===== config.mk =====
export PLATFORM = sky130hd
export DESIGN_NAME = user_module_vote_capture
export DESIGN_NICKNAME = d
export VERILOG_FILES = /design/src/rtl/user_module_vote_capture.sv
export SDC_FILE = /design/constraint.sdc
export NUM_CORES = 1
export LEC_CHECK = 0
export ABC_CLOCK_PERIOD_IN_PS = 1800
export CAP_MARGIN = 10
export CORE_MARGIN = 4
export CORE_UTILIZATION = 45
export CTS_BUF_LIST = sky130_fd_sc_hd__clkbuf_16
export CTS_CLUSTER_SIZE = 30
export DETAILED_ROUTE_END_ITERATION = 16
export SYNTH_ARGS = -nofsm -noshare
export SYNTH_HDL_FRONTEND = slang
export SYNTH_SLANG_ARGS = --single-unit

===== constraint.sdc =====
create_clock -name io_in -period 1.8 [get_ports io_in]
set_input_delay 0.45 -clock io_in [delete_from_list [all_inputs] [get_ports io_in]]
set_output_delay 0.45 -clock io_in [all_outputs]
set_load 0.05 [all_outputs]

===== src/rtl/user_module_vote_capture.sv =====
`default_nettype none
// ============================================================================
// Module   : user_module_vote_capture
// Brief    : Six-voter ballot capture: sync/debounce, timed window, hold.
// Revision : 1.0
// ============================================================================
module user_module_vote_capture #(
  parameter int DEBOUNCE_CYCLES = 4,
  parameter int WINDOW_CYCLES   = 64,
  parameter int HOLD_CYCLES     = 16
) (
  input  logic [7:0] io_in,
  output logic [7:0] io_out
);

  localparam logic [3:0] C_DEB_LAST  = 4'(DEBOUNCE_CYCLES - 1);
  localparam logic [7:0] C_WIN_LAST  = 8'(WINDOW_CYCLES - 1);
  localparam logic [7:0] C_HOLD_LAST = 8'(HOLD_CYCLES - 1);

  typedef enum logic [1:0] {
    ST_IDLE    = 2'd0,
    ST_OPEN    = 2'd1,
    ST_PRESENT = 2'd2
  } state_t;

  logic       clk;
  logic       rst;
  logic [5:0] w_btn;
  logic [5:0] w_press;

  assign clk   = io_in[0];
  assign rst   = io_in[1];
  assign w_btn = io_in[7:2];

  for (genvar i = 0; i < 6; i++) begin : g_chan
    logic       s1_q, s1_d;
    logic       s2_q, s2_d;
    logic       deb_q, deb_d;
    logic       deb_prev_q, deb_prev_d;
    logic [3:0] cnt_q, cnt_d;

    always_comb begin
      s1_d       = w_btn[i];
      s2_d       = s1_q;
      deb_prev_d = deb_q;
      deb_d      = deb_q;
      cnt_d      = 4'd0;
      // The counter only runs while the synchronised level disagrees with deb.
      if (s2_q != deb_q) begin
        if (cnt_q == C_DEB_LAST) begin
          deb_d = ~deb_q;
        end else begin
          cnt_d = cnt_q + 4'd1;
        end
      end
    end

    always_ff @(posedge clk) begin
      if (rst) begin
        s1_q       <= 1'b0;
        s2_q       <= 1'b0;
        deb_q      <= 1'b0;
        deb_prev_q <= 1'b0;
        cnt_q      <= 4'd0;
      end else begin
        s1_q       <= s1_d;
        s2_q       <= s2_d;
        deb_q      <= deb_d;
        deb_prev_q <= deb_prev_d;
        cnt_q      <= cnt_d;
      end
    end

    assign w_press[i] = deb_q & ~deb_prev_q;
  end

  state_t     state_q, state_d;
  logic [5:0] vote_q, vote_d;
  logic [7:0] win_q, win_d;
  logic [7:0] hold_q, hold_d;

  always_comb begin
    state_d = state_q;
    vote_d  = vote_q;
    win_d   = win_q;
    hold_d  = hold_q;
    case (state_q)
      ST_IDLE: begin
        vote_d = 6'd0;
        if (|w_press) begin
          vote_d  = w_press;
          win_d   = 8'd0;
          state_d = ST_OPEN;
        end
      end
      ST_OPEN: begin
        // Presses on the closing edge still land in the ballot.
        vote_d = vote_q | w_press;
        win_d  = win_q + 8'd1;
        if ((win_q == C_WIN_LAST) || (vote_q == 6'h3F)) begin
          hold_d  = 8'd0;
          state_d = ST_PRESENT;
        end
      end
      ST_PRESENT: begin
        if (hold_q == C_HOLD_LAST) begin
          vote_d  = 6'd0;
          state_d = ST_IDLE;
        end else begin
          hold_d = hold_q + 8'd1;
        end
      end
      default: begin
        vote_d  = 6'd0;
        state_d = ST_IDLE;
      end
    endcase
  end

  always_ff @(posedge clk) begin
    if (rst) begin
      state_q <= ST_IDLE;
      vote_q  <= 6'd0;
      win_q   <= 8'd0;
      hold_q  <= 8'd0;
    end else begin
      state_q <= state_d;
      vote_q  <= vote_d;
      win_q   <= win_d;
      hold_q  <= hold_d;
    end
  end

  assign io_out = {(state_q == ST_OPEN), (state_q == ST_PRESENT), vote_q};

endmodule
`default_nettype wire


==> impl_metrics.xml <==
<?xml version="1.0" encoding="UTF-8"?>
<metrics>
  <group name="die">
    <metric name="initial_core_util" unit="">0.462</metric>
    <metric name="i_o_pins" unit="">16</metric>
    <metric name="x_dimension_of_the_die" unit="microns">88.5</metric>
    <metric name="core_region_area" unit="sq mm">0.00631</metric>
    <metric name="rows" unit="">29</metric>
    <metric name="dieArea" unit="sq mm">0.00783</metric>
    <metric name="floorplan.die.height" unit="microns">88.5</metric>
  </group>
  <group name="sta">
    <metric name="final.setup_skew" unit="ps">3.04</metric>
    <metric name="report.final.slew_viol_count" unit="">0</metric>
    <metric name="slew_headroom" unit="">0.704</metric>
    <metric name="worstMarginPinSlew" unit="ps">442</metric>
    <metric name="finalSetupViolCount" unit="">0</metric>
    <metric name="final.setup.tns" unit="ps">0</metric>
    <metric name="report.final.hold_viol_count" unit="">6</metric>
    <metric name="rsz0062_at_grt" unit="">false</metric>
    <metric name="hold_slack" unit="ps">-192</metric>
  </group>
  <group name="synth">
    <metric name="most_frequent_cell_after_synthesis" unit="">dfxtp_1</metric>
    <metric name="mappedNetlistArea" unit="sq mm">0.00291</metric>
    <metric name="synthesis.nets" unit="">315</metric>
    <metric name="synth_flop_cell" unit="">dfxtp_1</metric>
    <metric name="synth.ff_latch_count" unit="">72</metric>
    <metric name="asyncSetResetFlopFracSynth" unit="">0</metric>
    <metric name="seq_area_frac_synth" unit="">0.495</metric>
    <metric name="synth.top_cells.by_count" unit="">72 x dfxtp_1, 48 x nor2_1, 21 x nor2b_1</metric>
    <metric name="post_synth_main_area_contributors" unit="">dfxtp_1 49%, nor2_1 6.2%, nor2b_1 4.5%</metric>
    <metric name="yosys.area.top_type" unit="">dfxtp_1</metric>
    <metric name="synth_enable_flop_cells" unit="">0</metric>
    <metric name="synth_area_per_cell" unit="sq um">9.75</metric>
    <metric name="synth_cell_types" unit="">46</metric>
    <metric name="yosysWarnings" unit="">0</metric>
    <metric name="post_synth_inst_count" unit="">299</metric>
    <metric name="yosysTopAreaCellShare" unit="">0.495</metric>
  </group>
  <group name="setup_path">
    <metric name="kind_of_launch_point_of_the_worst_setup_path" unit="">clock port</metric>
    <metric name="setup.worst_path.class" unit="">clk -&gt; reg</metric>
    <metric name="setup.worst_path.end_class" unit="">register</metric>
    <metric name="path_max_fanout" unit="">8</metric>
    <metric name="timing.critical_path.arrival" unit="ps">2020</metric>
    <metric name="worstPathRequired" unit="ps">2060</metric>
  </group>
  <group name="cts">
    <metric name="tritoncts" unit="">built</metric>
    <metric name="clkSlewWorstSetupHoldPaths" unit="ps">60</metric>
    <metric name="worstSkewPairLatency" unit="ps">320</metric>
    <metric name="cts_post_setup_buffers_inserted" unit="">0</metric>
  </group>
  <group name="job">
    <metric name="drv_cap" unit="">0</metric>
  </group>
  <group name="run_status">
    <metric name="failed_checks" unit="">negative hold slack</metric>
    <metric name="status" unit="">finished, violations left</metric>
  </group>
  <group name="cells_and_area">
    <metric name="final_core_util" unit="">0.709</metric>
    <metric name="num_antenna_cells" unit="">0</metric>
    <metric name="num-fill-cells" unit="">446</metric>
    <metric name="finalNetCount" unit="">368</metric>
    <metric name="drive_gt1_frac" unit="">0.270</metric>
    <metric name="area_delta_synth_final" unit="%">53.5</metric>
    <metric name="post_layout_nonfiller_instances" unit="">448</metric>
    <metric name="ff_latch_area" unit="sq mm">0.00144</metric>
    <metric name="multi_input_comb_area" unit="sq mm">0.00143</metric>
  </group>
  <group name="place">
    <metric name="place.detailed.instances" unit="">382</metric>
    <metric name="dp_hpwl" unit="microns">3270</metric>
    <metric name="gp_congestion" unit="">0.789</metric>
    <metric name="io_buffer_count" unit="">8</metric>
  </group>
  <group name="grt">
    <metric name="grtUsageTotal" unit="">0.211</metric>
    <metric name="grt_overflow_total" unit="">0</metric>
    <metric name="grt_antenna_before_repair" unit="">0</metric>
    <metric name="global_route_wire_length_before_repair" unit="microns">10700</metric>
    <metric name="grt_max_degree" unit="">13</metric>
    <metric name="first_global_vias" unit="">3165</metric>
  </group>
  <group name="routing">
    <metric name="drt_first_iter_violations" unit="">144</metric>
    <metric name="post_drt_wl_per_cell" unit="microns">14.4</metric>
    <metric name="detail_route.drc_violations" unit="">0</metric>
    <metric name="routed_via_density" unit="">5.36</metric>
    <metric name="detail_route.wirelength" unit="microns">6440</metric>
    <metric name="drt.antenna.violating_nets" unit="">0</metric>
    <metric name="detail_route.first_pass.iterations" unit="">6</metric>
    <metric name="route.vias.total" unit="">2401</metric>
  </group>
  <group name="pwr">
    <metric name="design_power_total" unit="mW">9.84</metric>
    <metric name="worst_ir_drop_vdd" unit="V">0.00166</metric>
    <metric name="power_leakage" unit="nW">1.84</metric>
    <metric name="power_density_of_the_placed_cells" unit="mW/mm^2">2200</metric>
  </group>
  <group name="min_path">
    <metric name="min_path_type" unit="">clk -&gt; reg</metric>
  </group>
</metrics>
cell type report:
cell class                 instances  share of cell area
timing repair buffer              16              0.0352
clock inverter                    21              0.0397
clock buffer                      45               0.252
tap                               77              0.0215
multi-input combinational        204               0.319
inverter                          13              0.0109
sequential                        72               0.322
report_power, final:
group          internal [mW]  switching (mW)
Sequential              1.78               0
Clock                   5.48            2.58
Combinational              0               0
Total                   7.26            2.58
per-layer routing:
metal | wire length [microns] | GRT usage
met1 | 2600 | 0.136
met2 | 3000 | 0.199
met3 | 480 | 0.236
met4 | 361 | 0.420
met5 | 0 | 0.0130
cells in the final DEF, fill, tap and decap left out, types with 7 or more instances in the layout:
cell and instances:
nand2b_1 7, clkbuf_16 45, dfxtp_1 71, mux2i_1 9, nand3_1 11, buf_4 13, nor2_1 43, inv_1 18
nor2b_1 21, nand2_1 7, ha_1 8, xnor2_1 14, xor2_1 7
path summary, 6_finish.rpt:
kind	start	end	slack, ps	depth (start not counted)
max reg2reg	win_q[0]	hold_q[7]	100	6
max	io_in[1]	g_chan[0].cnt_q[2]	40	6
min	io_in[3]	g_chan[1].s1_q	-190	1
min reg2reg	g_chan[4].s1_q	g_chan[4].s2_q	430	1
what timing repair did:
action                                 in CTS  in global routing
gates resized for setup                     8                 11
setup endpoints to repair                   9                 19
endpoints found under the hold margin       0                  0
hold buffers                                0                  0
kinds of logic after synthesis:
| logic type | synth area share |
|---|---|
| simple gates | 0.231 |
| buf+inv | 0.0386 |
| flops | 0.495 |
| compound gates | 0.107 |
| fa+ha+maj | 0.0344 |
| mux | 0.0309 |
| xor+xnor | 0.0631 |
per-stage QoR:
step	worst slack [ps]	instance area (sq um)	hold slack, ps
finish	43.3	4470	-192
global route	0.280	4470	-193
CTS	1.27	4430	-201
floorplan	178	2910	128
global placement	159	3100	64.6
detailed placement	69.8	3100	64.6
registers in the layout, summed over array words and instances, names as in the netlist:
name,flops
hold_q,8
g_chan.deb_prev_d,6
state_q,2
vote_q,6
g_chan.s2_q,6
g_chan.deb_prev_q,6
g_chan.cnt_q,24
g_chan.s1_q,6
win_q,8
worst max-delay path: stages:
cell and delay [ps]:
clkbuf_16 160, clkbuf_16 170, or3_4 390, clkbuf_16 160, clkbuf_16 130, nor2_1 100
Note: power is estimated with default switching activity, not from simulation.
